### src/rtl/rv_lsu_axil_if.sv
// Bundle of the execute-stage request/response port and the AXI4-Lite
// data-side master channels of the rv_lsu_axil load/store unit.
//
// Handshake rule for every valid/ready pair in this bundle: a transfer
// happens on a rising clk edge where both valid and ready are 1; once a
// source raises valid it holds valid and its payload stable until that
// transfer. rsp_valid is the exception: a one-cycle pulse, no ready.
interface rv_lsu_axil_if #(
  parameter int ADDR_W = 32,
  parameter int DATA_W = 32
);
  // execute-stage request / response
  logic                req_valid;
  logic                req_ready;
  logic [ADDR_W-1:0]   req_addr;
  logic                req_we;
  logic [1:0]          req_size;
  logic                req_unsigned;
  logic [DATA_W-1:0]   req_wdata;
  logic                rsp_valid;
  logic [DATA_W-1:0]   rsp_rdata;
  logic                rsp_err;
  logic [3:0]          rsp_cause;

  // AXI4-Lite read channels
  logic [ADDR_W-1:0]   m_araddr;
  logic                m_arvalid;
  logic                m_arready;
  logic [DATA_W-1:0]   m_rdata;
  logic [1:0]          m_rresp;
  logic                m_rvalid;
  logic                m_rready;

  // AXI4-Lite write channels
  logic [ADDR_W-1:0]   m_awaddr;
  logic                m_awvalid;
  logic                m_awready;
  logic [DATA_W-1:0]   m_wdata;
  logic [DATA_W/8-1:0] m_wstrb;
  logic                m_wvalid;
  logic                m_wready;
  logic [1:0]          m_bresp;
  logic                m_bvalid;
  logic                m_bready;

  // LSU side: serves the execute stage, masters the bus
  modport master (
    input  req_valid, req_addr, req_we, req_size, req_unsigned, req_wdata,
    output req_ready, rsp_valid, rsp_rdata, rsp_err, rsp_cause,
    output m_araddr, m_arvalid, input m_arready,
    input  m_rdata, m_rresp, m_rvalid, output m_rready,
    output m_awaddr, m_awvalid, input m_awready,
    output m_wdata, m_wstrb, m_wvalid, input m_wready,
    input  m_bresp, m_bvalid, output m_bready
  );

  // environment side: execute stage plus AXI4-Lite slave
  modport slave (
    output req_valid, req_addr, req_we, req_size, req_unsigned, req_wdata,
    input  req_ready, rsp_valid, rsp_rdata, rsp_err, rsp_cause,
    input  m_araddr, m_arvalid, output m_arready,
    output m_rdata, m_rresp, m_rvalid, input m_rready,
    input  m_awaddr, m_awvalid, output m_awready,
    input  m_wdata, m_wstrb, m_wvalid, output m_wready,
    output m_bresp, m_bvalid, input m_bready
  );
endinterface

### src/rtl/rv_lsu_axil.sv
// rv_lsu_axil: single-outstanding load/store unit with an AXI4-Lite master.
// Checks alignment, steers byte lanes, builds write strobes and sign/zero
// extends load data for a 32- or 64-bit bus. Returns one response pulse per
// request carrying data or a RISC-V exception cause.
//
// Optional build macro LSU_BUS_TIMEOUT_EN: adds a bus watchdog that aborts a
// transaction after TIMEOUT_CYCLES busy cycles (cause 5 load / 7 store) and
// keeps m_rready/m_bready high in IDLE so stray late beats are swallowed.
module rv_lsu_axil #(
  parameter int ADDR_W         = 32,
  parameter int DATA_W         = 32,
  parameter int TIMEOUT_CYCLES = 256
) (
  input  logic           clk,
  input  logic           rst,
  rv_lsu_axil_if.master  bus,
  output logic [2:0]     dbg_state_o
);

  localparam int NB    = DATA_W / 8;
  localparam int OFF_W = $clog2(NB);

  typedef enum logic [2:0] {
    S_IDLE    = 3'd0,
    S_RD_ADDR = 3'd1,
    S_RD_DATA = 3'd2,
    S_WR_REQ  = 3'd3,
    S_WR_RESP = 3'd4,
    S_RESP    = 3'd5
  } state_t;

`ifdef LSU_BUS_TIMEOUT_EN
  localparam logic IDLE_RDY = 1'b1;
  localparam int   TMO_W    = $clog2(TIMEOUT_CYCLES);
  logic [TMO_W-1:0] tmo_q;
  logic             busy;
  logic             finishing;
`else
  localparam logic IDLE_RDY = 1'b0;
`endif

  state_t             state_q;
  logic [OFF_W-1:0]   off_q;
  logic [1:0]         size_q;
  logic               uns_q;
  logic               we_q;
  logic [ADDR_W-1:0]  m_araddr_q;
  logic               m_arvalid_q;
  logic               m_rready_q;
  logic [ADDR_W-1:0]  m_awaddr_q;
  logic               m_awvalid_q;
  logic [DATA_W-1:0]  m_wdata_q;
  logic [NB-1:0]      m_wstrb_q;
  logic               m_wvalid_q;
  logic               m_bready_q;
  logic               aw_done_q;
  logic               w_done_q;
  logic               rsp_valid_q;
  logic [DATA_W-1:0]  rsp_rdata_q;
  logic               rsp_err_q;
  logic [3:0]         rsp_cause_q;

  logic [OFF_W-1:0]   req_off;
  logic [ADDR_W-1:0]  aligned_addr;
  logic               req_illegal;
  logic               req_misaligned;
  logic [DATA_W-1:0]  wdata_d;
  logic [7:0]         strb_base;
  logic [NB-1:0]      wstrb_d;
  logic [DATA_W-1:0]  rd_shift;
  logic [DATA_W-1:0]  keep_mask;
  logic               ld_sign;
  logic [DATA_W-1:0]  ld_data_d;
  logic               aw_fin;
  logic               w_fin;

  // Request decode: lane offset, alignment/legality and store lane steering
  always_comb begin
    req_off      = bus.req_addr[OFF_W-1:0];
    aligned_addr = {bus.req_addr[ADDR_W-1:OFF_W], {OFF_W{1'b0}}};
    req_illegal  = (bus.req_size == 2'd3) && (DATA_W == 32);
    case (bus.req_size)
      2'd0:    req_misaligned = 1'b0;
      2'd1:    req_misaligned = bus.req_addr[0];
      2'd2:    req_misaligned = |bus.req_addr[1:0];
      default: req_misaligned = |bus.req_addr[2:0];
    endcase
    case (bus.req_size)
      2'd0:    strb_base = 8'h01;
      2'd1:    strb_base = 8'h03;
      2'd2:    strb_base = 8'h0F;
      default: strb_base = 8'hFF;
    endcase
    wdata_d = bus.req_wdata << {req_off, 3'b000};
    wstrb_d = NB'(strb_base) << req_off;
  end

  // Load result: shift the addressed lane down, keep N bytes, extend
  always_comb begin
    rd_shift  = bus.m_rdata >> {off_q, 3'b000};
    keep_mask = {DATA_W{1'b1}} >> (7'(DATA_W) - (7'd8 << size_q));
    case (size_q)
      2'd0:    ld_sign = rd_shift[7];
      2'd1:    ld_sign = rd_shift[15];
      2'd2:    ld_sign = rd_shift[31];
      default: ld_sign = rd_shift[DATA_W-1];
    endcase
    ld_data_d = (rd_shift & keep_mask) | (~keep_mask & {DATA_W{ld_sign & ~uns_q}});
  end

  // Write-phase completion including a handshake landing this cycle
  always_comb begin
    aw_fin = aw_done_q | (m_awvalid_q & bus.m_awready);
    w_fin  = w_done_q  | (m_wvalid_q  & bus.m_wready);
  end

`ifdef LSU_BUS_TIMEOUT_EN
  // Watchdog qualifiers: states that wait on the bus, and beats that end them
  always_comb begin
    busy      = (state_q == S_RD_ADDR) || (state_q == S_RD_DATA) ||
                (state_q == S_WR_REQ)  || (state_q == S_WR_RESP);
    finishing = ((state_q == S_RD_DATA) && bus.m_rvalid) ||
                ((state_q == S_WR_RESP) && bus.m_bvalid);
  end
`endif

  // Main FSM with registered bus outputs and response
  always_ff @(posedge clk) begin
    if (rst) begin
      state_q     <= S_IDLE;
      off_q       <= '0;
      size_q      <= '0;
      uns_q       <= 1'b0;
      we_q        <= 1'b0;
      m_araddr_q  <= '0;
      m_arvalid_q <= 1'b0;
      m_rready_q  <= IDLE_RDY;
      m_awaddr_q  <= '0;
      m_awvalid_q <= 1'b0;
      m_wdata_q   <= '0;
      m_wstrb_q   <= '0;
      m_wvalid_q  <= 1'b0;
      m_bready_q  <= IDLE_RDY;
      aw_done_q   <= 1'b0;
      w_done_q    <= 1'b0;
      rsp_valid_q <= 1'b0;
      rsp_rdata_q <= '0;
      rsp_err_q   <= 1'b0;
      rsp_cause_q <= 4'd0;
`ifdef LSU_BUS_TIMEOUT_EN
      tmo_q       <= '0;
`endif
    end else begin
      case (state_q)
        S_IDLE: begin
          if (bus.req_valid) begin
            off_q     <= req_off;
            size_q    <= bus.req_size;
            uns_q     <= bus.req_unsigned;
            we_q      <= bus.req_we;
            aw_done_q <= 1'b0;
            w_done_q  <= 1'b0;
`ifdef LSU_BUS_TIMEOUT_EN
            tmo_q     <= '0;
`endif
            if (req_illegal || req_misaligned) begin
              // exception without touching the bus
              state_q     <= S_RESP;
              rsp_valid_q <= 1'b1;
              rsp_err_q   <= 1'b1;
              rsp_rdata_q <= '0;
              rsp_cause_q <= req_illegal ? 4'd2 : (bus.req_we ? 4'd6 : 4'd4);
            end else if (bus.req_we) begin
              state_q     <= S_WR_REQ;
              m_awaddr_q  <= aligned_addr;
              m_awvalid_q <= 1'b1;
              m_wdata_q   <= wdata_d;
              m_wstrb_q   <= wstrb_d;
              m_wvalid_q  <= 1'b1;
              m_rready_q  <= 1'b0;
              m_bready_q  <= 1'b0;
            end else begin
              state_q     <= S_RD_ADDR;
              m_araddr_q  <= aligned_addr;
              m_arvalid_q <= 1'b1;
              m_rready_q  <= 1'b0;
              m_bready_q  <= 1'b0;
            end
          end
        end
        S_RD_ADDR: begin
          if (bus.m_arready) begin
            m_arvalid_q <= 1'b0;
            m_rready_q  <= 1'b1;
            state_q     <= S_RD_DATA;
          end
        end
        S_RD_DATA: begin
          if (bus.m_rvalid) begin
            m_rready_q  <= 1'b0;
            state_q     <= S_RESP;
            rsp_valid_q <= 1'b1;
            if (bus.m_rresp != 2'b00) begin
              rsp_err_q   <= 1'b1;
              rsp_cause_q <= 4'd5;
              rsp_rdata_q <= '0;
            end else begin
              rsp_err_q   <= 1'b0;
              rsp_cause_q <= 4'd0;
              rsp_rdata_q <= ld_data_d;
            end
          end
        end
        S_WR_REQ: begin
          // AW and W retire independently; move on once both have
          if (m_awvalid_q && bus.m_awready) begin
            m_awvalid_q <= 1'b0;
            aw_done_q   <= 1'b1;
          end
          if (m_wvalid_q && bus.m_wready) begin
            m_wvalid_q <= 1'b0;
            m_wstrb_q  <= '0;
            w_done_q   <= 1'b1;
          end
          if (aw_fin && w_fin) begin
            m_bready_q <= 1'b1;
            state_q    <= S_WR_RESP;
          end
        end
        S_WR_RESP: begin
          if (bus.m_bvalid) begin
            m_bready_q  <= 1'b0;
            state_q     <= S_RESP;
            rsp_valid_q <= 1'b1;
            rsp_rdata_q <= '0;
            rsp_err_q   <= (bus.m_bresp != 2'b00);
            rsp_cause_q <= (bus.m_bresp != 2'b00) ? 4'd7 : 4'd0;
          end
        end
        S_RESP: begin
          rsp_valid_q <= 1'b0;
          rsp_err_q   <= 1'b0;
          rsp_cause_q <= 4'd0;
          rsp_rdata_q <= '0;
          m_rready_q  <= IDLE_RDY;
          m_bready_q  <= IDLE_RDY;
          state_q     <= S_IDLE;
        end
        default: state_q <= S_IDLE;
      endcase
`ifdef LSU_BUS_TIMEOUT_EN
      // Watchdog: abort a stalled transaction, overriding the case above
      if (busy) begin
        if ((tmo_q == TMO_W'(TIMEOUT_CYCLES - 1)) && !finishing) begin
          state_q     <= S_RESP;
          rsp_valid_q <= 1'b1;
          rsp_err_q   <= 1'b1;
          rsp_cause_q <= we_q ? 4'd7 : 4'd5;
          rsp_rdata_q <= '0;
          m_arvalid_q <= 1'b0;
          m_awvalid_q <= 1'b0;
          m_wvalid_q  <= 1'b0;
          m_wstrb_q   <= '0;
          m_rready_q  <= 1'b0;
          m_bready_q  <= 1'b0;
        end else begin
          tmo_q <= tmo_q + 1'b1;
        end
      end
`endif
    end
  end

  assign bus.req_ready   = (state_q == S_IDLE);
  assign bus.rsp_valid   = rsp_valid_q;
  assign bus.rsp_rdata   = rsp_rdata_q;
  assign bus.rsp_err     = rsp_err_q;
  assign bus.rsp_cause   = rsp_cause_q;
  assign bus.m_araddr    = m_araddr_q;
  assign bus.m_arvalid   = m_arvalid_q;
  assign bus.m_rready    = m_rready_q;
  assign bus.m_awaddr    = m_awaddr_q;
  assign bus.m_awvalid   = m_awvalid_q;
  assign bus.m_wdata     = m_wdata_q;
  assign bus.m_wstrb     = m_wstrb_q;
  assign bus.m_wvalid    = m_wvalid_q;
  assign bus.m_bready    = m_bready_q;
  assign dbg_state_o     = state_q;

endmodule

### src/flat_wrapper.sv
// flat-port wrapper written by rule: the top's interface ports become plain ports
module rv_lsu_axil_flat 
#(
  parameter int ADDR_W         = 32,
  parameter int DATA_W         = 32,
  parameter int TIMEOUT_CYCLES = 256
)
  (clk, rst, dbg_state_o, bus_req_valid, bus_req_addr, bus_req_we, bus_req_size, bus_req_unsigned, bus_req_wdata, bus_req_ready, bus_rsp_valid, bus_rsp_rdata, bus_rsp_err, bus_rsp_cause, bus_m_araddr, bus_m_arvalid, bus_m_arready, bus_m_rdata, bus_m_rresp, bus_m_rvalid, bus_m_rready, bus_m_awaddr, bus_m_awvalid, bus_m_awready, bus_m_wdata, bus_m_wstrb, bus_m_wvalid, bus_m_wready, bus_m_bresp, bus_m_bvalid, bus_m_bready);
  rv_lsu_axil_if #(.ADDR_W(ADDR_W), .DATA_W(DATA_W)) bus_i ();
  input  logic clk;
  input  logic rst;
  output logic [2:0] dbg_state_o;
  input wire logic [$bits(bus_i.req_valid)-1:0] bus_req_valid;
  input wire logic [$bits(bus_i.req_addr)-1:0] bus_req_addr;
  input wire logic [$bits(bus_i.req_we)-1:0] bus_req_we;
  input wire logic [$bits(bus_i.req_size)-1:0] bus_req_size;
  input wire logic [$bits(bus_i.req_unsigned)-1:0] bus_req_unsigned;
  input wire logic [$bits(bus_i.req_wdata)-1:0] bus_req_wdata;
  output wire logic [$bits(bus_i.req_ready)-1:0] bus_req_ready;
  output wire logic [$bits(bus_i.rsp_valid)-1:0] bus_rsp_valid;
  output wire logic [$bits(bus_i.rsp_rdata)-1:0] bus_rsp_rdata;
  output wire logic [$bits(bus_i.rsp_err)-1:0] bus_rsp_err;
  output wire logic [$bits(bus_i.rsp_cause)-1:0] bus_rsp_cause;
  output wire logic [$bits(bus_i.m_araddr)-1:0] bus_m_araddr;
  output wire logic [$bits(bus_i.m_arvalid)-1:0] bus_m_arvalid;
  input wire logic [$bits(bus_i.m_arready)-1:0] bus_m_arready;
  input wire logic [$bits(bus_i.m_rdata)-1:0] bus_m_rdata;
  input wire logic [$bits(bus_i.m_rresp)-1:0] bus_m_rresp;
  input wire logic [$bits(bus_i.m_rvalid)-1:0] bus_m_rvalid;
  output wire logic [$bits(bus_i.m_rready)-1:0] bus_m_rready;
  output wire logic [$bits(bus_i.m_awaddr)-1:0] bus_m_awaddr;
  output wire logic [$bits(bus_i.m_awvalid)-1:0] bus_m_awvalid;
  input wire logic [$bits(bus_i.m_awready)-1:0] bus_m_awready;
  output wire logic [$bits(bus_i.m_wdata)-1:0] bus_m_wdata;
  output wire logic [$bits(bus_i.m_wstrb)-1:0] bus_m_wstrb;
  output wire logic [$bits(bus_i.m_wvalid)-1:0] bus_m_wvalid;
  input wire logic [$bits(bus_i.m_wready)-1:0] bus_m_wready;
  input wire logic [$bits(bus_i.m_bresp)-1:0] bus_m_bresp;
  input wire logic [$bits(bus_i.m_bvalid)-1:0] bus_m_bvalid;
  output wire logic [$bits(bus_i.m_bready)-1:0] bus_m_bready;
  assign bus_i.req_valid = bus_req_valid;
  assign bus_i.req_addr = bus_req_addr;
  assign bus_i.req_we = bus_req_we;
  assign bus_i.req_size = bus_req_size;
  assign bus_i.req_unsigned = bus_req_unsigned;
  assign bus_i.req_wdata = bus_req_wdata;
  assign bus_req_ready = bus_i.req_ready;
  assign bus_rsp_valid = bus_i.rsp_valid;
  assign bus_rsp_rdata = bus_i.rsp_rdata;
  assign bus_rsp_err = bus_i.rsp_err;
  assign bus_rsp_cause = bus_i.rsp_cause;
  assign bus_m_araddr = bus_i.m_araddr;
  assign bus_m_arvalid = bus_i.m_arvalid;
  assign bus_i.m_arready = bus_m_arready;
  assign bus_i.m_rdata = bus_m_rdata;
  assign bus_i.m_rresp = bus_m_rresp;
  assign bus_i.m_rvalid = bus_m_rvalid;
  assign bus_m_rready = bus_i.m_rready;
  assign bus_m_awaddr = bus_i.m_awaddr;
  assign bus_m_awvalid = bus_i.m_awvalid;
  assign bus_i.m_awready = bus_m_awready;
  assign bus_m_wdata = bus_i.m_wdata;
  assign bus_m_wstrb = bus_i.m_wstrb;
  assign bus_m_wvalid = bus_i.m_wvalid;
  assign bus_i.m_wready = bus_m_wready;
  assign bus_i.m_bresp = bus_m_bresp;
  assign bus_i.m_bvalid = bus_m_bvalid;
  assign bus_m_bready = bus_i.m_bready;
  rv_lsu_axil #(.ADDR_W(ADDR_W), .DATA_W(DATA_W), .TIMEOUT_CYCLES(TIMEOUT_CYCLES)) u_core (.clk(clk), .rst(rst), .bus(bus_i), .dbg_state_o(dbg_state_o));
endmodule
### config.mk
export PLATFORM = sky130hd
export DESIGN_NAME = rv_lsu_axil_flat
export DESIGN_NICKNAME = d
export VERILOG_FILES = /design/src/rtl/rv_lsu_axil_if.sv /design/src/rtl/rv_lsu_axil.sv /design/src/flat_wrapper.sv
export SDC_FILE = /design/constraint.sdc
export NUM_CORES = 1
export LEC_CHECK = 0
export CAP_MARGIN = 10
export CELL_PAD_IN_SITES_DETAIL_PLACEMENT = 0
export CELL_PAD_IN_SITES_GLOBAL_PLACEMENT = 2
export CORE_UTILIZATION = 26
export DETAILED_ROUTE_END_ITERATION = 10
export GPL_ROUTABILITY_DRIVEN = 0
export PLACE_DENSITY_LB_ADDON = 0.1
export SYNTH_ARGS = -nofsm -noshare
export SYNTH_HDL_FRONTEND = slang
export SYNTH_SLANG_ARGS = --single-unit
### constraint.sdc
create_clock -name clk -period 4.3 [get_ports clk]
set_input_delay 0.86 -clock clk [delete_from_list [all_inputs] [get_ports clk]]
set_output_delay 0.86 -clock clk [all_outputs]
set_load 0.005 [all_outputs]
==> impl_metrics.py, run 1 <==
metrics = {
    "drt": {
        "route.met2.wl_mm": 11.2,
        "dr.pass1.iters": 4,
        "wl_per_cell_um": 17.5,
        "ant_nets": 0,
        "drtIter0Drc": 319,
        "routed_wl_mm": 23.5,
        "highest_layer": "met5",
        "via_per_inst": 4.74,
        "wl_met3_mm": 1.57,
        "drc": 0,
        "wl_met1_mm": 10.4,
        "vias": 6345,
    },
    "finish": {
        "nets": 1117,
        "drive_gt1_frac": 0.0720,
        "stdcell_area_mm2": 0.00987,
        "area_growth_pct": 51.9,
        "diodes": 0,
    },
    "cts": {
        "cts_hold_buffers": 0,
        "cts_max_level": 4,
        "clock_path_buffers": 2,
        "cts_tree": "yes",
        "numCtsBuffers": 17,
        "postCtsSetupBuffers": 0,
        "clk_latency_ps": 420,
        "clockRootBuffer": "clkbuf_16",
        "cts.sinks": 148,
        "cts_resized": 0,
        "clk_pin_slew_worst_paths_ps": 70,
    },
    "critical_path": {
        "path_buf_inv": 1,
        "critical_path_required_ps": 3440,
        "ff2ff_setup_slack_ps": 1790,
        "r2r-end": "u_core.bus.rsp_rdata[1]",
        "timing.rr.start": "u_core.off_q[0]",
        "cp_slowest_cell": "clkdlybuf4s50_1",
        "criticalPathCategory": "flip-flop to output pin",
        "slowest_delay_ps": 600,
        "path_cells": "nor3_2, clkdlybuf4s50_1",
        "crit_family": "buffers and inverters",
        "cp-start-kind": "flip-flop",
        "rr_worst_depth": 5,
        "crit_arrival_ps": 2140,
        "critPathMaxFanout": 22,
        "worstSetupEndpointType": "output pin",
    },
    "logic_synthesis": {
        "ys_types": 52,
        "synth_mux_area_frac": 0.0699,
        "yosys.area_share.adder": 0.00770,
        "synth_top_area_share": 0.456,
        "synthSimpleGateAreaFrac": 0.203,
        "synth_xor_area_frac": 0,
        "synth_top_family_by_area": "compound AO/OA/AOI/OAI gates",
        "synthTopCellsByArea": "dfxtp_1, nand2_1, a21oi_1",
        "yosys_most_used_dff": "dfxtp_1",
        "avgSynthCellArea_um2": 8.38,
        "ys_async_sr_fraction": 0,
        "ys_ff_latch": 148,
        "ys_seq_area_frac": 0.456,
        "synth_edf_count": 0,
        "synth.cell_area_mm2": 0.00650,
        "yosysWarnings": 0,
        "synth_compound_area_frac": 0.213,
        "yosys.area.top_type": "dfxtp_1",
        "synthCells": 775,
    },
    "floorplanning": {
        "start_util": 0.266,
        "ios": 259,
        "num_rows": 57,
        "die_w_um": 160,
        "core_area_mm2": 0.0244,
        "dieArea_mm2": 0.0256,
        "die_y_um": 160,
    },
    "global_routing": {
        "first_global_vias": 6267,
        "track_usage": 0.183,
        "gr-total-overflow": 0,
        "grt_start_max_net_pins": 93,
        "antenna_found_initial": 1,
        "grt_pass1_wl_mm": 36.7,
    },
    "timing": {
        "period_share": 0.697,
        "clock_skew_ps": 14.5,
        "worst_slew_pin_slew_ps": 1030,
        "hold_ws_ps": 452,
        "clock.fmax_ghz": 0.334,
        "drv_slew": 0,
        "setup_tns_ps": 0,
        "relSlewSlack": 0.311,
        "setup_violations": 0,
        "finalHoldViolations": 0,
        "rsz0062_at_grt": "false",
        "min_period_ps": 3000,
    },
    "power_and_ir_drop": {
        "leakage_nw": 3.39,
        "ir_drop_v": 0.000211,
        "cellPowerDensity_mw_per_mm2": 427,
        "total_power_mw": 4.21,
    },
    "worst_hold_path": {
        "holdPathStages": 2,
        "min_from": "u_core.bus.rsp_cause[0]",
        "min_to": "u_core.bus.rsp_cause[0]",
        "worstHoldPathType": "flip-flop to flip-flop",
    },
    "placed_design": {
        "postPlaceCellArea_mm2": 0.00931,
        "portBuffers": 253,
        "hpwlAfterDp_mm": 16.4,
    },
    "job": {
        "maxCapViolations": 0,
    },
    "outcome": {
        "status": "complete, no violations",
    },
}
==> layout by cell type, fill, tap and decap left out, types with 3 or more instances in the layout <==
| cell | n |
|---|---|
| inv_6 | 4 |
| clkinvlp_4 | 5 |
| mux2_2 | 9 |
| a21oi_1 | 100 |
| conb_1 | 5 |
| nand2_1 | 161 |
| nor4b_2 | 3 |
| mux2i_1 | 33 |
| o21ai_0 | 27 |
| nor4_1 | 3 |
| ha_1 | 4 |
| nor2b_1 | 15 |
| a22o_1 | 6 |
| clkdlybuf4s50_1 | 251 |
| nor3_1 | 22 |
| a221o_1 | 25 |
| dfxtp_1 | 148 |
| a22oi_1 | 8 |
| nor2_1 | 52 |
| inv_8 | 3 |
| nand3_1 | 11 |
| inv_1 | 9 |
| nand2b_1 | 9 |
| a211oi_1 | 29 |
| buf_4 | 16 |
| clkbuf_16 | 17 |
==> metrics by stage <==
stage               setup WS [ps]  cells  utilization
detailed placement           1010   1306        0.382
finish                       1300   1338        0.405
global route                 1160   1338        0.405
floorplan                    1960    779            -
CTS                          1240   1338        0.405
global placement             1100   1306        0.382
==> synth_stat cells (all sizes together) (4+ instances only) <==
library cell and instances:
a21oi 101, nand2 161, a22o 6, a22oi 8, nor4b 5, mux2i 33
a221o 25, a211oi 30, nor3 24, nor2 53, mux2 9, clkbuf 37
inv 9, nor4 4, buf 29, nand2b 9, nor2b 15, o21ai 27
dfxtp 148, ha 4, nand3 12
==> cells by family (layout without fill, tap and decap cells) <==
kind of cell               count (synthesis)  after routing
AOI/OAI and AO/OA                        212            212
and+or+nand+nor                          292            292
other                                      1              5
muxes                                     43             43
adders and majority gates                  4              4
buffers and inverters                     75            310
DFF                                      148            148
==> worst max path at each step <==
stage / start / endpoint / slack, ps / cells after the start
CTS: u_core.dbg_state_o[2] / bus_req_ready / 1240 / 2
finish: u_core.dbg_state_o[2] / bus_req_ready / 1300 / 2
global route: u_core.dbg_state_o[1] / bus_req_ready / 1160 / 3
floorplan: bus_req_valid / u_core.bus.rsp_rdata[22] / 1960 / 6
detailed placement: bus_req_size[0] / u_core.bus.m_wstrb[2] / 1010 / 6
global placement: bus_req_size[0] / u_core.bus.m_wdata[0] / 1100 / 7
==> registers in the layout (all words and copies together) (netlist names), 2 cells and up <==
name                  count
u_core.bus.m_wdata       32
u_core.bus.rsp_rdata     32
u_core.bus.m_araddr      30
u_core.bus.m_awaddr      30
u_core.bus.m_wstrb        4
u_core.bus.rsp_cause      3
u_core.dbg_state_o        3
u_core.off_q              2
u_core.size_q             2
==> metal layers <==
layer  global-route usage  vias to the layer above
li1                     -                     3177
met1                0.232                     2962
met2                0.301                      189
met3               0.0538                       15
met4               0.0481                        2
met5                    0                        -
==> power breakdown <==
part | switching [mW] | internal, mW | total [mW]
sequential | 0.135 | 1.49 | 1.62
clock | 0.661 | 0.772 | 1.43
combinational | 0.602 | 0.557 | 1.16
==> cell type report <==
type | count | area [µm²]
Clock buffer | 18 | 439
Clock inverter | 14 | 120
Timing Repair Buffer | 269 | 2660
Sequential cell | 148 | 2960
Tap cell | 324 | 405
Fill cell | 2528 | 14500
Multi-Input combinational cell | 556 | 3250
Inverter | 9 | 33.8
==> tightest hold or removal path, delay by kind of cell (launching register included) <==
family             cells  cell delay, ps
and+or+nand+nor        1              50
AOI/OAI and AO/OA      1              50
DFF                    1             310
Note: power is estimated with default switching activity, not from simulation.
==> run 2: changes to the inputs <==
--- a/config.mk
+++ b/config.mk
@@ -8,7 +8,7 @@
 export CAP_MARGIN = 10
 export CELL_PAD_IN_SITES_DETAIL_PLACEMENT = 0
 export CELL_PAD_IN_SITES_GLOBAL_PLACEMENT = 2
-export CORE_UTILIZATION = 26
+export CORE_UTILIZATION = 24
 export DETAILED_ROUTE_END_ITERATION = 10
 export GPL_ROUTABILITY_DRIVEN = 0
 export PLACE_DENSITY_LB_ADDON = 0.1
==> constraint.sdc (replaced) <==
create_clock -name clk -period 3.08 [get_ports clk]
set_input_delay 0.616 -clock clk [delete_from_list [all_inputs] [get_ports clk]]
set_output_delay 0.616 -clock clk [all_outputs]
set_load 0.005 [all_outputs]
==> run 2 against run 1 <==
Effect of this change: count of clock-buffer cells in the layout grew 1; first-iteration DRC count is 30% higher; sequential cell count did not move; register-to-register slack worse by 1200 ps; the run now ends with DRC left; core utilization down 2.3 points; sequential power rose by 39%.
==> impl_metrics.py, run 2 (synthesis gave the netlist of run 1 again) <==
metrics = {
    "worst_hold_path": {
        "worstHoldPathType": "flip-flop to flip-flop",
    },
    "drt": {
        "drtIter0Drc": 415,
        "routed_wl_mm": 24.1,
        "via_per_inst": 4.70,
        "drc": 13,
        "wl_per_cell_um": 17.8,
        "dr.pass1.iters": 10,
        "vias": 6376,
        "ant_nets": 0,
    },
    "critical_path": {
        "worstSetupEndpointType": "output pin",
        "critical_path_required_ps": 2460,
        "critPathMaxFanout": 17,
        "cp-start-kind": "flip-flop",
        "crit_family": "buffers and inverters",
        "crit_arrival_ps": 2070,
        "slowest_delay_ps": 600,
        "cp_slowest_cell": "clkdlybuf4s50_1",
        "path_cells": "nor3_2, clkdlybuf4s50_1",
        "criticalPathCategory": "flip-flop to output pin",
        "path_buf_inv": 1,
    },
    "floorplanning": {
        "dieArea_mm2": 0.0277,
        "core_area_mm2": 0.0263,
        "num_rows": 59,
        "start_util": 0.247,
        "ios": 259,
        "die_y_um": 167,
        "die_w_um": 167,
    },
    "cts": {
        "cts_hold_buffers": 0,
        "cts_tree": "yes",
        "numCtsBuffers": 17,
        "clk_pin_slew_worst_paths_ps": 80,
        "clockRootBuffer": "clkbuf_16",
        "postCtsSetupBuffers": 0,
        "cts.sinks": 148,
        "cts_max_level": 4,
        "cts_resized": 0,
        "clk_latency_ps": 420,
        "clock_path_buffers": 2,
    },
    "finish": {
        "nets": 1126,
        "drive_gt1_frac": 0.0802,
        "nFillCells": 2720,
        "area_growth_pct": 54.2,
        "layout_common_cells": "clkdlybuf4s50_1, nand2_1, dfxtp_1",
        "diodes": 0,
        "layout_commonest_cell": "clkdlybuf4s50_1",
    },
    "global_routing": {
        "antenna_found_initial": 1,
        "track_usage": 0.174,
        "gr-total-overflow": 0,
        "first_global_vias": 6262,
        "grt_pass1_wl_mm": 37.6,
        "grt_start_max_net_pins": 118,
    },
    "timing": {
        "clock.fmax_ghz": 0.372,
        "worst_slew_pin_slew_ps": 1040,
        "period_share": 0.873,
        "setup_violations": 0,
        "rsz0062_at_grt": "false",
        "hold_ws_ps": 448,
        "min_period_ps": 2690,
        "setup_tns_ps": 0,
        "relSlewSlack": 0.298,
        "clock_skew_ps": 16.6,
        "finalHoldViolations": 0,
        "drv_slew": 0,
    },
    "placed_design": {
        "portBuffers": 253,
        "hpwlAfterDp_mm": 17.0,
    },
    "power_and_ir_drop": {
        "ir_drop_v": 0.000307,
        "leakage_nw": 3.47,
        "cellPowerDensity_mw_per_mm2": 604,
    },
    "outcome": {
        "status": "finished, violations left",
        "violations": "DRC",
    },
    "job": {
        "maxCapViolations": 0,
    },
}
## run 2: cell types whose count changed in the layout (fill, tap and decap cells not counted)
| cell | delta |
|---|---|
| clkinvlp_4 | -3 |
| clkinv_4 | +2 |
| inv_6 | +1 |
| clkbuf_8 | +1 |
| buf_4 | +6 |
| buf_12 | +3 |
| inv_8 | -1 |
| bufinv_16 | +1 |
| clkinv_2 | -1 |
## run 2: final cells by class
type / count / area [µm²] / area share
clock buffers: 19 / 453 / 0.0452
multi-input cells: 556 / 3250 / 0.324
flip-flops and latches: 148 / 2960 / 0.296
well taps: 335 / 419 / 0.0418
inverters: 9 / 33.8 / 0.00337
repair buffers: 278 / 2760 / 0.276
clock inverters: 13 / 138 / 0.0137
## run 2: routing by layer
layer / GRT usage / wire [µm]
met1: 0.223 / 10900
met2: 0.283 / 11400
met3: 0.0566 / 1630
met4: 0.0411 / 167
met5: 0 / 12
## run 2: per-stage QoR
stage                     cells  worst slack [ps]  utilization  total power, mW  instance area (µm²)
after floorplan             779               980            -             3.16                 6510
after global placement     1326               214        0.359             4.01                 9430
after detailed placement   1326               178        0.359             3.99                 9430
after CTS                  1358               345        0.381             6.15                10000
after global routing       1358               298        0.381             6.40                10000
final                      1358               392        0.381             6.05                10000
## run 2: path summary, 6_finish.rpt
check                              from                       end  slack (ps)  cells after the start
setup / recovery  u_core.dbg_state_o[2]             bus_req_ready         390                      2
hold / removal    u_core.bus.m_wdata[3]     u_core.bus.m_wdata[3]         450                      2
setup reg to reg  u_core.dbg_state_o[0]  u_core.bus.rsp_rdata[15]         630                      4
hold reg to reg   u_core.bus.m_wdata[3]     u_core.bus.m_wdata[3]         450                      2
## run 2: where the power goes
part / internal (mW) / total, mW / switching, mW
combinational: 0.806 / 1.68 / 0.872
sequential: 2.07 / 2.25 / 0.179
clock: 1.19 / 2.12 / 0.935
total: 4.07 / 6.05 / 1.99
## run 2: worst register-to-register path, stage by stage (launching register included)
cell,delay [ps]
dfxtp_1,550
nor3b_4,500
nand3_2,240
nor4_1,890
a221o_1,210
